File: config.mk
export PLATFORM = sky130hd
export DESIGN_NAME = channel_test_sequencer
export DESIGN_NICKNAME = d
export VERILOG_FILES = /design/src/rtl/viterbi_chan_pkg.sv /design/src/rtl/noise_lfsr8.sv /design/src/rtl/channel_test_sequencer.sv
export SDC_FILE = /design/constraint.sdc
export NUM_CORES = 1
export LEC_CHECK = 0
export CORE_MARGIN = 3
export CORE_UTILIZATION = 29
export CTS_CLUSTER_SIZE = 28
export DETAILED_ROUTE_END_ITERATION = 16
export SETUP_SLACK_MARGIN = 0.02
export SLEW_MARGIN = 20
export SYNTH_ARGS = -nofsm -noshare
export SYNTH_HDL_FRONTEND = slang
export SYNTH_SLANG_ARGS = --single-unit
File: constraint.sdc
create_clock -name clock -period 2.2 [get_ports clock]
set_clock_uncertainty 0.05 [all_clocks]
set_input_delay 0.33 -clock clock [delete_from_list [all_inputs] [get_ports clock]]
set_output_delay 0.33 -clock clock [all_outputs]
set_load 0.02 [all_outputs]
File: src/rtl/viterbi_chan_pkg.sv
// Shared definitions for the channel test sequencer: run states, noise LFSR taps and defaults.
package viterbi_chan_pkg;

  typedef enum logic [2:0] {
    ST_IDLE,
    ST_DPRST,
    ST_STREAM,
    ST_FLUSH,
    ST_DONE
  } state_t;

  // x^8+x^6+x^5+x^4+1 as feedback taps on state bits 7,5,4,3
  localparam logic [7:0] LFSR_TAPS         = 8'hB8;
  localparam logic [7:0] DEFAULT_LFSR_SEED = 8'hA5;
  localparam int         DEFAULT_ERR_W     = 16;
  localparam int         DPRST_CYCLES      = 2;

  function automatic logic [7:0] lfsr_step(input logic [7:0] s);
    return {s[6:0], ^(s & LFSR_TAPS)};
  endfunction

endpackage

File: src/rtl/noise_lfsr8.sv
// 8-bit Fibonacci LFSR supplying the noise word; seed is loaded on reset or on load.
module noise_lfsr8
  import viterbi_chan_pkg::*;
(
  input  logic       clock,
  input  logic       rset,
  input  logic       load,
  input  logic       enable,
  input  logic [7:0] seed,
  output logic [7:0] state
);

  logic [7:0] lfsr_reg;

  always_ff @(posedge clock) begin
    if (rset || load) begin
      lfsr_reg <= seed;
    end else if (enable) begin
      lfsr_reg <= lfsr_step(lfsr_reg);
    end
  end

  assign state = lfsr_reg;

endmodule

File: src/rtl/channel_test_sequencer.sv
// Run controller for encoder -> noisy channel -> Viterbi decoder; counts decoded bit errors.
// Define CHAN_ERR_CNT_EN to build the corrupted-channel-symbol counter (chan_errs), else it reads 0.
module channel_test_sequencer
  import viterbi_chan_pkg::*;
#(
  parameter int         CNT_W       = 9,
  parameter int         DEC_LATENCY = 18,
  parameter logic [7:0] LFSR_SEED   = DEFAULT_LFSR_SEED,
  parameter int         ERR_W       = DEFAULT_ERR_W
) (
  input  logic             clock,
  input  logic             rset,
  input  logic             start,
  input  logic             abort,
  input  logic [CNT_W-1:0] num_bits,
  input  logic [7:0]       err_level_in,
  input  logic             src_valid,
  input  logic             src_bit,
  output logic             src_ready,
  output logic             tx_bit,
  output logic [7:0]       noise_e,
  output logic [7:0]       error_level,
  output logic             dp_rset,
  input  logic             dec_bit,
  input  logic [1:0]       chan_c,
  input  logic [1:0]       chan_cx,
  output logic             busy,
  output logic             done,
  output logic [ERR_W-1:0] bit_errs,
  output logic [ERR_W-1:0] chan_errs
);

  state_t state_reg, state_next;
  logic [CNT_W-1:0]       num_bits_reg, bit_cnt_reg;
  logic [7:0]             err_level_reg;
  logic [1:0]             dprst_cnt_reg;
  logic [ERR_W-1:0]       bit_errs_reg;
  logic [DEC_LATENCY-1:0] dl_tag_reg, dl_bit_reg, tag_shift, bit_shift;
  logic [7:0]             lfsr_state;
  logic run_start, run_empty, accept, shifting, tags_pending, bit_err;

  always_ff @(posedge clock) begin
    if (rset) state_reg <= ST_IDLE;
    else      state_reg <= state_next;
  end

  always_comb begin
    state_next = state_reg;
    run_start  = 1'b0;
    run_empty  = 1'b0;
    src_ready  = 1'b0;
    tx_bit     = 1'b0;
    dp_rset    = 1'b0;
    busy       = 1'b0;
    done       = 1'b0;
    shifting   = 1'b0;
    case (state_reg)
      ST_IDLE, ST_DONE: begin
        dp_rset = (state_reg == ST_IDLE);
        done    = (state_reg == ST_DONE);
        if (start) begin
          if (num_bits != '0) begin
            run_start  = 1'b1;
            state_next = ST_DPRST;
          end else begin
            run_empty  = 1'b1;
            state_next = ST_DONE;
          end
        end
      end
      ST_DPRST: begin
        dp_rset = 1'b1;
        busy    = 1'b1;
        if (dprst_cnt_reg == 2'(DPRST_CYCLES - 1)) state_next = ST_STREAM;
      end
      ST_STREAM: begin
        busy      = 1'b1;
        src_ready = 1'b1;
        shifting  = 1'b1;
        tx_bit    = src_valid & src_bit;
        if (src_valid && bit_cnt_reg == num_bits_reg - CNT_W'(1)) state_next = ST_FLUSH;
      end
      ST_FLUSH: begin
        busy     = 1'b1;
        shifting = 1'b1;
        if (!tags_pending) state_next = ST_DONE;
      end
      default: state_next = ST_IDLE;
    endcase
    if (abort) begin
      state_next = ST_IDLE;
      run_start  = 1'b0;
      run_empty  = 1'b0;
    end
  end

  assign accept = src_ready & src_valid;

  // Tagged delay line: slot 0 takes this cycle's push, the last slot meets dec_bit.
  for (genvar gi = 0; gi < DEC_LATENCY; gi++) begin : g_dl
    if (gi == 0) begin : g_head
      assign tag_shift[gi] = accept;
      assign bit_shift[gi] = tx_bit;
    end else begin : g_body
      assign tag_shift[gi] = dl_tag_reg[gi-1];
      assign bit_shift[gi] = dl_bit_reg[gi-1];
    end
  end

  always_ff @(posedge clock) begin
    if (rset || run_start) begin
      dl_tag_reg <= '0;
      dl_bit_reg <= '0;
    end else if (shifting) begin
      dl_tag_reg <= tag_shift;
      dl_bit_reg <= bit_shift;
    end
  end

  // Tags that will still be in the line after this cycle's shift.
  always_comb begin
    tags_pending = 1'b0;
    for (int i = 0; i < DEC_LATENCY - 1; i++) tags_pending = tags_pending | dl_tag_reg[i];
  end

  assign bit_err = shifting & dl_tag_reg[DEC_LATENCY-1] & (dl_bit_reg[DEC_LATENCY-1] ^ dec_bit);

  always_ff @(posedge clock) begin
    if (rset) begin
      num_bits_reg  <= '0;
      bit_cnt_reg   <= '0;
      err_level_reg <= '0;
      dprst_cnt_reg <= '0;
      bit_errs_reg  <= '0;
    end else if (run_start) begin
      num_bits_reg  <= num_bits;
      err_level_reg <= err_level_in;
      bit_cnt_reg   <= '0;
      dprst_cnt_reg <= '0;
      bit_errs_reg  <= '0;
    end else if (run_empty) begin
      bit_cnt_reg  <= '0;
      bit_errs_reg <= '0;
    end else if (!abort) begin
      if (state_reg == ST_DPRST) dprst_cnt_reg <= dprst_cnt_reg + 2'd1;
      if (accept) bit_cnt_reg <= bit_cnt_reg + CNT_W'(1);
      if (bit_err && !(&bit_errs_reg)) bit_errs_reg <= bit_errs_reg + ERR_W'(1);
    end
  end

  noise_lfsr8 u_noise (
    .clock  (clock),
    .rset   (rset),
    .load   (run_start),
    .enable (shifting),
    .seed   (LFSR_SEED),
    .state  (lfsr_state)
  );

  assign noise_e     = shifting ? lfsr_state : 8'h00;
  assign error_level = err_level_reg;
  assign bit_errs    = bit_errs_reg;

`ifdef CHAN_ERR_CNT_EN
  logic [ERR_W-1:0] chan_errs_reg;
  logic [1:0]       sym_diff, sym_pop;
  logic [ERR_W:0]   chan_sum;

  assign sym_diff = chan_c ^ chan_cx;
  assign sym_pop  = {1'b0, sym_diff[0]} + {1'b0, sym_diff[1]};
  assign chan_sum = {1'b0, chan_errs_reg} + (ERR_W+1)'(sym_pop);

  always_ff @(posedge clock) begin
    if (rset || run_start || run_empty) begin
      chan_errs_reg <= '0;
    end else if (shifting && !abort) begin
      chan_errs_reg <= chan_sum[ERR_W] ? '1 : chan_sum[ERR_W-1:0];
    end
  end

  assign chan_errs = chan_errs_reg;
`else
  logic unused_chan;
  assign unused_chan = ^{chan_c, chan_cx};
  assign chan_errs   = '0;
`endif

endmodule
==> results of run 1 <==
[layout by cell type, fill, tap and decap left out, drive strengths merged, types with 2 or more instances in the layout]
master / n
o21ai: 6
or4: 4
nor2b: 6
or3: 7
clkinv: 3
and4: 2
a211oi: 8
buf: 32
nor3b: 4
clkdlybuf4s50: 50
nand2: 88
a211o: 5
ha: 4
nand3: 6
clkbuf: 12
conb: 16
xnor2: 19
nor3: 8
inv: 11
dlygate4sd2: 10
a21oi: 49
xor2: 11
nand4: 11
or2: 2
nor4b: 3
a22oi: 2
and3: 4
o31ai: 2
mux2i: 19
dfxtp: 91
nor4: 5
and2: 9
nor2: 46
[cells by family (layout without fill, tap and decap cells)]
family / count (synthesis) / in the layout / share of synthesized area
flip-flops: 91 / 91 / 0.441
multiplexers: 20 / 20 / 0.0488
XOR/XNOR: 30 / 30 / 0.0637
buffers and inverters: 56 / 119 / 0.0767
adder cells (fa/ha/maj): 4 / 4 / 0.0121
AO/OA/AOI/OAI: 78 / 78 / 0.111
AND/OR/NAND/NOR: 209 / 209 / 0.246
other: 1 / 16 / 0.000909
[power groups by stage]
| stage | logic [mW] | clock network [mW] | registers [mW] |
|---|---|---|---|
| floorplan | 0.180 | 0 | 1.72 |
| global placement | 0.266 | 0 | 1.72 |
| detailed placement | 0.271 | 0 | 1.72 |
| global route | 0.298 | 1.66 | 1.68 |
| CTS | 0.273 | 1.61 | 1.68 |
| finish | 0.272 | 1.57 | 1.68 |
[repair_timing]
| item | in CTS | in global routing |
|---|---|---|
| pin swaps | 0 | 1 |
| gates resized for setup | 13 | 1 |
| endpoints found under the setup margin | 13 | 2 |
| gates cloned | 0 | 0 |
| hold buffers | 0 | 0 |
[metal layers]
layer  track usage  wire length [µm]  vias up
li1              -                 -     1780
met3        0.0243               333       10
met2         0.190              4200       60
met4        0.0478               162        0
met1         0.149              4380     1632
met5             0                 0        -
[final cells by class]
cell class	count	share of cell area
Multi-Input combinational cell	357	0.387
Sequential cell	91	0.343
Timing Repair Buffer	92	0.163
Clock buffer	12	0.0483
Tap cell	176	0.0414
Clock inverter	4	0.00918
Inverter	11	0.00777
[tightest hold or removal path: cells and delay by family (launching register included)]
family,cells,cell delay (ps)
AND/OR/NAND/NOR,1,50
AO/OA/AOI/OAI,1,50
flip-flops,1,310
[how the worst max path moves through the flow]
stage,slack [ps],end,startpoint
2_1_floorplan,110,u_noise.state[0],num_bits[2]
3_3_place_gp,-310,u_noise.state[0],num_bits[2]
3_5_place_dp,-350,dl_tag_reg[1],num_bits[2]
4_1_cts,40,done,state_reg[0]
5_1_grt,50,done,state_reg[0]
6_report,110,done,state_reg[0]
==> impl_metrics.ini, run 1 <==
[sta]
worst_slack_ps = 110
min_period_ps = 2090
min_period_over_period = 0.950
hold_violations = 0
setup_viol = 0
slew_violations = 0
tns_ps = 0
grt_setup_unrepaired = no
fmax_ghz = 0.478
timing.hold.ws_ps = 403

[job]
drv_cap = 0

[worst_setup_path]
rrSetupSlack_ps = 130
rr_worst_depth = 5
cp.depth = 3
arrival_ps = 1710
critPathMaxStageDelay_ps = 600
r2r-start = num_bits_reg[1]
crit_chain = nor2_2, and2_1, clkdlybuf4s50_1
critPathSlowestCell = clkdlybuf4s50_1
worstSetupStartpointType = flop
worst_r2r_endpoint = state_reg[0]
path_delay_family = buffers and inverters
endpoint_kind = output pin
cp.required_ps = 1820
path_buf_inv = 1
path_class = reg -> out
crit_path_max_fanout = 8

[global_routing]
grt_overflow_total = 0
grt_pass1_vias = 3321
grt_pass1_wl_mm = 15.5
grt_max_degree = 46
antenna_found_initial = 0
grt_usage = 0.116

[hold_path]
whs_path_depth = 2
whs_endpoint = dl_bit_reg[14]
hp-class = reg -> reg
hp-start = dl_bit_reg[13]

[yosys]
ys_warn_count = 0
yosysTopAreaCellShare = 0.441
synth_top_area_cell = dfxtp_1
ys_ff_latch = 91
ys_seq_area_frac = 0.441
synth_cell_types = 48
synthFlopType = dfxtp_1
yosysMostFrequentCell = dfxtp_1
synth_common_cells = dfxtp_1, nand2_1, a21oi_1, nor2_1, clkbuf_1
synthCells = 489
synthArstFlopShare = 0
ys_top_cells_by_area = dfxtp_1, nand2_1, a21oi_1, mux2i_1, nor2_1
synth_edf_count = 0
synthesis.area_mm2 = 0.00413
avgSynthCellArea_um2 = 8.44

[pwr]
combPwrFrac = 0.077
peakVddDrop_mv = 0.410
p_switching_mw = 0.790
powerDensity_mw_per_mm2 = 663
internal_power_mw = 2.74
p_clk_frac = 0.446
switching_share = 0.224
p_seq_frac = 0.477
total_power_mw = 3.53
p_leak_nw = 1.92

[clock_network]
clock_sinks = 91
cts_root_buf = clkbuf_16
cts_buffer_depth = 2
clock_latency_ps = 340
cts_buffers = 9
cts_setup_buffers = 0
h-tree-depth = 3
cts_tree = built
path_clk_slew_ps = 60

[drt]
drc_errors = 0
drtIter0Drc = 144
vias = 3482
avgRoutedWirePerCell_um = 12.2
vias_per_cell = 4.69
drt_pass1_iterations = 4
final_antenna_net_count = 0
totalWireLength_mm = 9.08

[placement]
placed_area_mm2 = 0.00501
hpwl_mm = 6.64
io_buffers = 60
finalWeightedCongestion = 0.794
pre_cts_slack_ps = -350
dpl.cell_count = 727

[outcome]
status = completed

[finish]
seq_area_mm2 = 0.00182
utilization = 0.392
areaGrowthSynthToFinish_pct = 28.8
diodes = 0
n_fill_cell = 1395
drive_gt1_frac = 0.102
multi_input_area_mm2 = 0.00206
finalNonFillerCells = 743
nNetsFinal = 594
stdcell_area_mm2 = 0.00532

[floorplanning]
die_y_um = 125
die_width_um = 125
fp-row-count = 42
core-area_mm2 = 0.0136
fp.dieArea_mm2 = 0.0157
io_pins = 81
initial_utilization = 0.304
(Power assumes the default switching activity.)
==> run 2: changes to the inputs <==
--- a/config.mk
+++ b/config.mk
@@ -10,6 +10,7 @@
 export CTS_CLUSTER_SIZE = 28
 export DETAILED_ROUTE_END_ITERATION = 16
 export SETUP_SLACK_MARGIN = 0.02
+export SKIP_LAST_GASP = 1
 export SLEW_MARGIN = 20
 export SYNTH_ARGS = -nofsm -noshare
 export SYNTH_HDL_FRONTEND = slang
==> results of run 2 <==
The final DEF is identical to that of run 1; final timing and power are the same.
